==> src/rtl/riscv_hwloop_pkg.sv <==
// Shared constants for the RI5CY hardware-loop register file: default loop count,
// CSR read-field encodings and write-enable bit positions.
package riscv_hwloop_pkg;

  localparam int unsigned N_HWLP_DEFAULT = 2;

  typedef enum logic [1:0] {
    HWLP_FIELD_START = 2'd0,
    HWLP_FIELD_END   = 2'd1,
    HWLP_FIELD_CNT   = 2'd2,
    HWLP_FIELD_NONE  = 2'd3
  } hwlp_field_e;

  localparam int unsigned HWLP_WE_START = 0;
  localparam int unsigned HWLP_WE_END   = 1;
  localparam int unsigned HWLP_WE_CNT   = 2;

endpackage

==> src/rtl/riscv_hwloop_entry.sv <==
// One hardware-loop register set: start, end and iteration counter with a
// floor-at-zero decrement and an active flag.
module riscv_hwloop_entry
  import riscv_hwloop_pkg::*;
(
  input  logic        clk,
  input  logic        rst,
  input  logic [2:0]  we,
  input  logic [31:0] start_data,
  input  logic [31:0] end_data,
  input  logic [31:0] cnt_data,
  input  logic        dec,
  output logic [31:0] start_addr,
  output logic [31:0] end_addr,
  output logic [31:0] counter,
  output logic        active
);

  logic [31:0] start_q;
  logic [31:0] end_q;
  logic [31:0] cnt_q;

  always_ff @(posedge clk or posedge rst) begin
    if (rst) begin
      start_q <= '0;
      end_q   <= '0;
      cnt_q   <= '0;
    end else begin
      if (we[HWLP_WE_START]) start_q <= start_data;
      if (we[HWLP_WE_END])   end_q   <= end_data;
      // A counter write overrides a same-cycle decrement.
      if (we[HWLP_WE_CNT]) begin
        cnt_q <= cnt_data;
      end else if (dec && (cnt_q != 32'd0)) begin
        cnt_q <= cnt_q - 32'd1;
      end
    end
  end

  assign start_addr = start_q;
  assign end_addr   = end_q;
  assign counter    = cnt_q;
  assign active     = (cnt_q != 32'd0);

endmodule

==> src/rtl/riscv_hwloop_regs.sv <==
// Hardware-loop register file: N_LOOPS register sets, priority selection of the
// innermost active loop, write/decrement steering and a CSR read port.
module riscv_hwloop_regs
  import riscv_hwloop_pkg::*;
#(
  parameter int unsigned N_LOOPS = N_HWLP_DEFAULT,
  localparam int unsigned IdxW = (N_LOOPS > 1) ? $clog2(N_LOOPS) : 1
) (
  input  logic                clk,
  input  logic                rst,
  input  logic [2:0]          hwlp_we_i,
  input  logic [IdxW-1:0]     hwlp_regid_i,
  input  logic [31:0]         hwlp_start_data_i,
  input  logic [31:0]         hwlp_end_data_i,
  input  logic [31:0]         hwlp_cnt_data_i,
  input  logic                hwlp_dec_cnt_i,
  input  logic [IdxW-1:0]     csr_regid_i,
  input  logic [1:0]          csr_field_i,
  output logic [31:0]         csr_rdata_o,
  output logic [31:0]         hwlp_start_addr_o,
  output logic [31:0]         hwlp_end_addr_o,
  output logic [31:0]         hwlp_counter_o,
  output logic [N_LOOPS-1:0]  hwlp_active_o
);

  localparam logic [IdxW:0] NLoopsW = (IdxW + 1)'(N_LOOPS);

  logic [31:0]       loop_start [N_LOOPS];
  logic [31:0]       loop_end   [N_LOOPS];
  logic [31:0]       loop_cnt   [N_LOOPS];
  logic [N_LOOPS-1:0] active;
  logic              sel_valid;
  logic [IdxW-1:0]   sel_idx;

  // Lowest index wins: scan downward so the innermost active loop is last written.
  always_comb begin
    sel_valid = 1'b0;
    sel_idx   = '0;
    for (int i = int'(N_LOOPS) - 1; i >= 0; i--) begin
      if (active[i]) begin
        sel_valid = 1'b1;
        sel_idx   = IdxW'(i);
      end
    end
  end

  for (genvar g = 0; g < N_LOOPS; g++) begin : g_loop
    logic [2:0] we_loop;
    logic       dec_loop;

    assign we_loop  = (hwlp_regid_i == IdxW'(g)) ? hwlp_we_i : 3'b000;
    assign dec_loop = hwlp_dec_cnt_i & sel_valid & (sel_idx == IdxW'(g));

    riscv_hwloop_entry u_entry (
      .clk        (clk),
      .rst        (rst),
      .we         (we_loop),
      .start_data (hwlp_start_data_i),
      .end_data   (hwlp_end_data_i),
      .cnt_data   (hwlp_cnt_data_i),
      .dec        (dec_loop),
      .start_addr (loop_start[g]),
      .end_addr   (loop_end[g]),
      .counter    (loop_cnt[g]),
      .active     (active[g])
    );
  end

  // Idle outputs are all zero so the controller never sees a stale start/end.
  assign hwlp_start_addr_o = sel_valid ? loop_start[sel_idx] : 32'd0;
  assign hwlp_end_addr_o   = sel_valid ? loop_end[sel_idx]   : 32'd0;
  assign hwlp_counter_o    = sel_valid ? loop_cnt[sel_idx]   : 32'd0;
  assign hwlp_active_o     = active;

  always_comb begin
    csr_rdata_o = 32'd0;
    if ({1'b0, csr_regid_i} < NLoopsW) begin
      case (csr_field_i)
        HWLP_FIELD_START: csr_rdata_o = loop_start[csr_regid_i];
        HWLP_FIELD_END:   csr_rdata_o = loop_end[csr_regid_i];
        HWLP_FIELD_CNT:   csr_rdata_o = loop_cnt[csr_regid_i];
        default:          csr_rdata_o = 32'd0;
      endcase
    end
  end

endmodule

==> config.mk <==
export PLATFORM = sky130hd
export DESIGN_NAME = riscv_hwloop_regs
export DESIGN_NICKNAME = d
export VERILOG_FILES = /design/src/rtl/riscv_hwloop_pkg.sv /design/src/rtl/riscv_hwloop_entry.sv /design/src/rtl/riscv_hwloop_regs.sv
export SDC_FILE = /design/constraint.sdc
export NUM_CORES = 1
export LEC_CHECK = 0
export BUFFER_PORTS_ARGS = -buffer_cell sky130_fd_sc_hd__buf_4
export CAP_MARGIN = 20
export CORE_ASPECT_RATIO = 0.9
export CORE_UTILIZATION = 28
export CTS_BUF_LIST = sky130_fd_sc_hd__clkbuf_4 sky130_fd_sc_hd__clkbuf_8
export CTS_CLUSTER_SIZE = 40
export DETAILED_ROUTE_END_ITERATION = 12
export PLACE_DENSITY = 0.52
export SKIP_CTS_REPAIR_TIMING = 1
export SLEW_MARGIN = 20
export SYNTH_ARGS = -nofsm -noshare
export SYNTH_HDL_FRONTEND = slang
export SYNTH_SLANG_ARGS = --single-unit
==> constraint.sdc <==
create_clock -name clk -period 5.6 [get_ports clk]
set_input_delay 0.84 -clock clk [delete_from_list [all_inputs] [get_ports clk]]
set_output_delay 0.84 -clock clk [all_outputs]
set_load 0.01 [all_outputs]
* Word level (Yosys, flattened, before mapping)
Index checks and enable logic that the tools add are counted.
** Storage, ports and cells
- Bits in registers :: 192
- Input port bits :: 106
- Word-level logic and storage cells :: 56
** Operators by class
- $add $sub $neg :: 2
- $lt $le $gt $ge :: 2
- Eq/ne operators :: 2
- Multiplexer cells :: 31
- Bitwise logic cells :: 6
- Reductions and logical operators :: 7
** Operators with widths (number)
- 32-bit 2-to-1 mux :: 25
- 32-bit case mux with 3 select lines :: 1
- 32-bit nonzero test :: 2
- 32-bit by 1-bit subtractor with 32-bit output, second input constant :: 2
- 3-bit 2-to-1 mux :: 2
- 2-bit >= comparator, second input constant :: 2
- 1-bit inverter with 2-bit output :: 2
- 2-bit nonzero test :: 2
- 1-bit bitwise AND :: 3
- 1-bit 2-to-1 mux :: 3
- 2-bit by 1-bit == test with 1-bit output, second input constant :: 1
- 2-bit == test, second input constant :: 1
- 1-bit logical AND :: 2
- 2-bit logical NOT :: 1
- 1-bit inverter :: 1

* Depth between registers and ports, before layout
Gate-level depths: netlist (run 1).
- Depth after elaboration :: 8
- Gate-level depth with buffers :: 10
- Depth with buffers taken out :: 8

* Modules after synthesis
From an unflattened synthesis (run 1), not the netlist that was laid out.
** Second synthesis, totals
- Cells, all modules :: 1284
- Area, all modules :: 12014.0 um^2
** By module, submodules not included
- riscv_hwloop_entry :: instances 2, cells each 386, area an instance 4451.8 um^2
- riscv_hwloop_regs :: instances 1, cells each 512, area an instance 3110.5 um^2

* Worst setup path before layout (run 1)
OpenSTA, ideal clock, no wires.
- Kind :: register to output
- Start :: reg g_loop[0].u_entry.cnt_q[0]
- End :: out hwlp_end_addr_o[0]
- Arrival :: 2.791 ns
- Setup slack :: 1.969 ns
- Cell stages (with the launch flop) :: 11
- Buffers on the path :: 3
- Cell sequence :: dfrtp_1 -> inv_1 -> ha_1 -> or4b_4 -> or4_1 -> buf_2 -> nor3_4 -> inv_2 -> buf_6 -> buf_6 -> a22o_1
** Between the ends
- Word-level cells in the longest chain between the ends :: 7
** RTL lines
- start: declaration :: RTL line riscv_hwloop_entry.sv:21 : logic [31:0] cnt_q;
- start signal: assignment :: RTL line riscv_hwloop_entry.sv:33 : cnt_q <= cnt_data;
- start signal: assignment :: RTL line riscv_hwloop_entry.sv:35 : cnt_q <= cnt_q - 32'd1;
- 32-bit nonzero test (*) :: RTL line riscv_hwloop_entry.sv:43 : assign active = (cnt_q != 32'd0);
- 1-bit 2-to-1 mux :: RTL line riscv_hwloop_regs.sv:40 : if (active[i]) begin
- 1-bit inverter with 2-bit output (not written as such) :: RTL line riscv_hwloop_regs.sv:71 : assign hwlp_end_addr_o = sel_valid ? loop_end[sel_idx] : 32'd0;
- 32-bit 2-to-1 mux (not written as such) (3 in series) :: RTL line riscv_hwloop_regs.sv:71
- 32-bit 2-to-1 mux (*) :: RTL line riscv_hwloop_regs.sv:71
- end: declaration :: RTL line riscv_hwloop_regs.sv:21 : output logic [31:0] hwlp_end_addr_o,
Every way passes the cells marked *; elsewhere a longest branch is shown, timed or not. The select of a mux whose other input is x is not followed.

* Worst setup path after layout (run 1)
- Start :: reg g_loop[0].u_entry.cnt_q[0]
- End :: out hwlp_end_addr_o[24]
The elaborated chain is that of the path after synthesis.

==> results of run 1 <==
report_power, final:
| part | leakage [nW] | switching [mW] | internal [mW] |
|---|---|---|---|
| Clock | 0.192 | 0.578 | 0.418 |
| Combinational | 3.48 | 0.524 | 0.566 |
| Sequential | 2.23 | 0.283 | 1.59 |
cells in the final DEF, fill, tap and decap left out, types with 5 or more instances in the layout:
master,n
buf_4,253
dfrtp_1,192
mux2_2,129
nor2_1,118
a21oi_1,67
a22o_1,66
mux2i_1,64
nand2_1,38
a31oi_1,36
or3_1,33
a21o_1,32
a211oi_1,32
o21ai_0,29
or4_1,24
clkbuf_8,17
nor4_1,16
o31ai_1,14
nand3_1,13
nand4_1,10
inv_1,9
o211ai_1,9
nor3_1,8
xnor2_1,8
or4b_2,7
or2_2,6
o311ai_0,6
and3_1,6
clkinvlp_4,6
nand2b_1,5
worst max-delay path: stages (launching register included):
cell     delay, ns
dfrtp_1       0.44
inv_1         0.15
ha_1          0.23
or4b_4        0.52
or4_1         0.70
nor3_4        0.48
inv_2         0.13
nor2_8        0.55
buf_4         0.34
a22o_1        0.17
buf_4         0.12
kinds of logic (layout without fill, tap and decap cells):
logic type      count (synthesis)  after routing
buf+inv                       108            299
flops                         192            192
mux                           193            193
fa+ha+maj                       2              2
simple gates                  312            312
xor+xnor                       12             12
compound gates                311            311
metal layers:
layer | part of all wire (%) | vias to the layer above
met4 | 2.6 | 0
li1 | - | 4625
met1 | 43 | 5157
met3 | 7.1 | 60
met2 | 47 | 403
met5 | 0 | -
registers in the layout, indices dropped and copies added (netlist names):
register / cells
g_loop.u_entry.start_addr: 64
g_loop.u_entry.end_addr: 64
g_loop.u_entry.counter: 64
how the worst max path moves through the flow:
stage / endpoint / cells past startpoint / start / slack (ns)
4_1_cts: hwlp_end_addr_o[24] / 10 / g_loop[0].u_entry.counter[0] / 0.42
6_report: hwlp_end_addr_o[24] / 10 / g_loop[0].u_entry.counter[0] / 0.43
3_3_place_gp: hwlp_end_addr_o[25] / 10 / g_loop[0].u_entry.counter[0] / 1.13
5_1_grt: hwlp_end_addr_o[24] / 10 / g_loop[0].u_entry.counter[0] / 0.19
2_1_floorplan: hwlp_end_addr_o[0] / 10 / g_loop[0].u_entry.counter[0] / 1.97
3_5_place_dp: hwlp_end_addr_o[24] / 10 / g_loop[0].u_entry.counter[0] / 1.0
cell type report:
type                       instances  area share [%]
tap                              532            4.76
timing repair buffer             256            14.0
inverter                          11           0.322
multi-input combinational        830            43.6
clock inverter                    13            1.10
sequential                       192            34.4
clock buffer                      19            1.78
metrics by stage:
step | util (%) | instances | setup WS (ns) | cell area (sq um) | power, mW
2_1_floorplan | - | 1130 | 1.97 | 11400 | 2.42
5_1_grt | 35.1 | 1853 | 0.186 | 14000 | 4.16
3_5_place_dp | 34.0 | 1820 | 0.998 | 13500 | 2.99
4_1_cts | 35.0 | 1852 | 0.421 | 13900 | 3.99
6_report | 35.1 | 1853 | 0.427 | 14000 | 3.96
3_3_place_gp | 34.0 | 1820 | 1.13 | 13500 | 2.97
==> impl_results.md, run 1 <==
- Status: finished, final reports clean
- Die height: 193 um
- Hold Vio Cnt, Final: 0
- DRT Wirelength: 43.8 mm
- Multi-input gate area in the final layout: 6100 sq um
- ANT cells: 0
- Nets: 1416
- Placer Congestion: roughly 0.86
- Clock-pin slew on the worst setup and hold paths: 0.11 ns
- Power per standard cell area: between 200 and 300 nW/um^2
- Setup tns final: 0 ns
- GRT met1 Usage: between 20% and 30%
- Post-DP HPWL: approximately 32 mm
- Starting Density: 28.6%
- Filler Cells Inserted: 4079
- Critical path fanouts, max: 32
- Post-Synth XOR/XNOR Area: less than 1%
- RR Endpoint: g_loop[1].u_entry.counter[29]
- Largest net degree at the start of global routing: 100
- DR pass1 iterations: 5
- Core ar.: 39800 sq um
- Reg2Reg Setup Slack: 2.12 ns
- Routed vias: 10200
- RSZ-0062 raised after global routing: no
- Hold WC Path Type: in2async
- Post-synthesis mux area share: 18.4%
- Largest family of logic cells by synthesized area: compound AO/OA/AOI/OAI gates
- Maximum level of the CTS H-tree: 4
- Post-synth EDFFs: 0
- Cell variety after synth: 61
- Setup Crit Path Kind: reg2out
- Share of layout cells above drive strength 1: between 30% and 40%
- Worst hold slack: approximately 0.33 ns
- Antenna viol nets, final: 0
- Initial antenna violation count: 0
- CP required: 4.76 ns
- CTS Buf Count: 17
- Async SR Flop Fraction: 100%
- Slew Limit Headroom: around a quarter
- CP arrival: 4.33 ns
- Syn-to-layout area delta: 22.6%
- Worst setup EP type: output port
- Synth Area in Adders: 0.220%
- Register Area: approximately 4800 sq um
- Number of global-route vias before repair: 10200
- Synthesized cell area: roughly 11000 sq um
- Syn_nets: 1238
- Cells after Synth: 1130
- Synth warnings: 0
- Slew Viols, Final: 0
- Worst skew pair latency: around 0.50 ns
- P_leak: slightly below 6 nW
- Drt wl/cell: approximately 24 um
- Setup Viol. Count Final: 0
- Most frequent cell after synthesis: dfrtp_1
- Startpoint types: register
- Post-layout min period: 5.17 ns
- Cell taking the most area after synthesis: dfrtp_1
- Ports: 236
- Grt ovf: 0
- # rows: 69
- VDD IR-drop max: 0.143 mV
- Die width: 215 um
- Top-area cell type share of the netlist area: a little over two fifths
- TritonCTS clock tree: yes
- CTS Sinks: 192
- Max Cap Violations: 0
- Worst Skew: 0.0279 ns
- Slew @ Worst Pin: ~1.1 ns
- Met3 Usage GRT: 5.22%
- GRT met2 Usage: 34.2%
- Die area: 41500 sq um
- FF+latch count, synth: between 150 and 200
- Synth Flop Type: dfrtp_1
- Detailed Route Iter0 Violations: 969
- Root buf cell: clkbuf_8
- First-pass GRT wire length: 65.5 mm
- Reg2Reg Depth: 9
- CTS Buffer Depth: 2
- Fmax: about 190 MHz
- Synth top cells by count: dfrtp_1 (192), mux2_2 (129), nor2_1 (118)
- Total global-route track usage: 20.9%
- Fin crit share: 92.4%
- Compound-Gate Fraction of Synth Area: 19.0%
- Seq/Total Area, Yosys: around 42%
- Avg Synthesized Cell Area: 10.1 sq um
- PortBufs: 235
- Reg2Reg Launch Point: g_loop[1].u_entry.counter[0]
- Vias/cell: approximately 5.5
- Top cells by area, synth: dfrtp_1 (42%), mux2_2 (13%), mux2i_1 (5.6%)
- Most used routing layer: met2
- Post-Synth Simple-Gate Area: between 10% and 20%
- Drc violations: 0
Power figures use the tool's default switching activity.
==> run 2, diff against run 1 <==
Settings changed: ABC_AREA from default to 1.
==> impl_results.md, run 2 <==
- Slew Limit Headroom: 30.2% (+6.6 points)
- Post-synth EDFFs: 0 (unchanged)
- DRT Wirelength: 51.3 mm (+17%)
- Setup tns final: 0 ns (unchanged)
- CP Cell Sequence: inv_1, ha_1, nand3_1, nor2_2, nand4_4, buf_4, nand2_2, buf_12, o21ai_1, buf_4
- TritonCTS clock tree: yes
- Worst skew pair latency: 0.51 ns (about the same)
- Startpoint types: register
- CP required: 4.76 ns (about the same)
- CP arrival: 3.32 ns (-1.01 ns)
- Root buf cell: clkbuf_8
- Synth top cells by count: nand2_1 (482), o21ai_0 (258), inv_1 (230)
- Setup Crit Path Kind: reg2out
- P_leak: 7.35 nW (+24%)
- Hold WC Path Type: reg2reg
- Starting Density: 28.6% (about the same)
- RSZ-0062 raised after global routing: no
- First-pass GRT wire length: 76.1 mm (+16%)
- Hold Vio Cnt, Final: 0 (unchanged)
- Largest net degree at the start of global routing: 69 (-31%)
- Drt wl/cell: 20.1 um (-15%)
- Post-route cell area: 14700 sq um (+4.9%)
- DR pass1 iterations: 7 (+2)
- CP peak stage delay: 0.54 ns (-0.16 ns)
- Fmax: 240 MHz (+24%)
- Slew Viols, Final: 0 (unchanged)
- Nets: 2095 (+48%)
- Most frequent cells in the layout: nand2_1 (477), o21ai_0 (258), buf_4 (252), inv_1 (228), dfrtp_1 (192)
- Placer Congestion: 0.949 (+10%)
- Share of layout cells above drive strength 1: 15.8% (-18 points)
- Power per standard cell area: 294 nW/um^2 (+3.9%)
- Die width: 221 um (+2.9%)
- Setup Viol. Count Final: 0 (unchanged)
- Slowest CP cell: nand2_2
- Cells after Synth: 1813 (+60%)
- Seq/Total Area, Yosys: 39.8% (-2.4 points)
- Commonest non-fill, non-tap cell in the layout: nand2_1
- Final core occ: 34.7% (-0.37 points)
- Total global-route track usage: 23.2% (+2.3 points)
- Post-Place Worst Slack: 1.95 ns (+0.950 ns)
- Number of global-route vias before repair: 12000 (+17%)
- # rows: 71 (+2.9%)
- Syn_nets: 1921 (+55%)
- VDD IR-drop max: 0.154 mV (+7.2%)
- Top cells by area, synth: dfrtp_1 (40%), nand2_1 (15%), o21ai_0 (11%)
- Cell variety after synth: 31 (-49%)
- Async SR Flop Fraction: 100% (unchanged)
- CTS Buf Count: 17 (unchanged)
- Slew @ Worst Pin: 1.04 ns (-0.0959 ns)
- Synth warnings: 0 (unchanged)
- Worst hold slack: 0.495 ns (+0.163 ns)
- Critical path fanouts, max: 36 (+13%)
- Post-route setup slack: 1.44 ns (+1.01 ns)
- Maximum level of the CTS H-tree: 4 (unchanged)
- Die height: 199 um (+2.9%)
- CTS Buffer Depth: 2 (unchanged)
- Post-layout min period: 4.16 ns (-1.01 ns)
- Core ar.: 42200 sq um (+6.0%)
- Detailed Route Iter0 Violations: 1131 (+17%)
- Antenna viol nets, final: 0 (unchanged)
- Grt ovf: 0 (unchanged)
- PortBufs: 235 (unchanged)
- Top-area cell type share of the netlist area: 39.8% (-2.4 points)
- Status: finished, final reports clean
- Vias/cell: 5.04 (-8.8%)
- Most used cell, CP: buf_4
- Cell taking the most area after synthesis: dfrtp_1
- Fin crit share: 74.3% (-18 points)
- Ports: 236 (unchanged)
- Max Cap Violations: 0 (unchanged)
- Synth Flop Type: dfrtp_1
- Clock-pin slew on the worst setup and hold paths: 0.10 ns (about the same)
- Worst setup EP type: output port
- Worst Skew: 0.0295 ns (+0.00151 ns)
- Syn-to-layout area delta: 21.4%
- FF+latch count, synth: 192 (unchanged)
- Placed cell area: 14300 sq um (+5.3%)
- Routed vias: 12900 (+25%)
- Most frequent cell after synthesis: nand2_1
- Drc violations: 0 (unchanged)
- Avg Synthesized Cell Area: 6.66 sq um (-34%)
- CTS Sinks: 192 (unchanged)
- Initial antenna violation count: 1 (+1)
- Synthesized cell area: 12100 sq um (+5.9%)
- Post-DP HPWL: 38.9 mm (+22%)
- Die area: 44000 sq um (+5.9%)
## run 2: cell families after synthesis
| logic type | share of synthesized area [%] |
|---|---|
| AO/OA/AOI/OAI | 19.5 |
| XOR/XNOR | 1.38 |
| adder cells (fa/ha/maj) | 0.207 |
| buffers and inverters | 10.9 |
| flip-flops | 39.8 |
| AND/OR/NAND/NOR | 28.3 |
## run 2: layer usage
layer  track usage, %  routed length [um]
met1             32.1               23200
met2             35.5               22300
met3             5.91                4480
met4             6.63                1310
met5                0                   0
## run 2: layout make-up
type                    instances  area (sq um)
fillers                      4625         27500
multi-input cells            1289          5990
flip-flops and latches        192          4800
repair buffers                253          1910
inverters                     234           883
well taps                     547           684
clock buffers                  21           277
clock inverters                11           103
diodes                          1          2.50
## run 2: power by group
group,total [mW],switching [mW],internal (mW)
registers,1.83,0.228,1.60
clock network,0.930,0.575,0.356
logic,1.55,1.01,0.549
## run 2: through the flow
step                instances  power (mW)
floorplan                1813        2.70
global placement         2515        3.38
detailed placement       2515        3.39
CTS                      2547        4.33
global route             2547        4.59
finish                   2548        4.31
## run 2: critical path: cells and delay by family (launching register included)
| kind | cells | cell delay, ns |
|---|---|---|
| AOI/OAI and AO/OA | 1 | 0.12 |
| adders and majority gates | 1 | 0.26 |
| buffers and inverters | 4 | 0.90 |
| DFF | 1 | 0.38 |
| and+or+nand+nor | 4 | 1.10 |
## run 2: final timing paths
| path | cells past startpoint | slack [ns] | to | start |
|---|---|---|---|---|
| setup / recovery | 10 | 1.44 | hwlp_counter_o[17] | g_loop[1].u_entry.counter[0] |
| hold / removal | 2 | 0.49 | g_loop[1].u_entry.start_addr[17] | g_loop[1].u_entry.start_addr[17] |
| setup reg to reg | 10 | 2.72 | g_loop[1].u_entry.counter[1] | g_loop[0].u_entry.counter[1] |
| hold reg to reg | 2 | 0.49 | g_loop[1].u_entry.start_addr[17] | g_loop[1].u_entry.start_addr[17] |
| max in group asynchronous | 4 | 3.77 | g_loop[0].u_entry.start_addr[27] | rst |
| min in group asynchronous | 3 | 0.60 | g_loop[0].u_entry.counter[5] | rst |
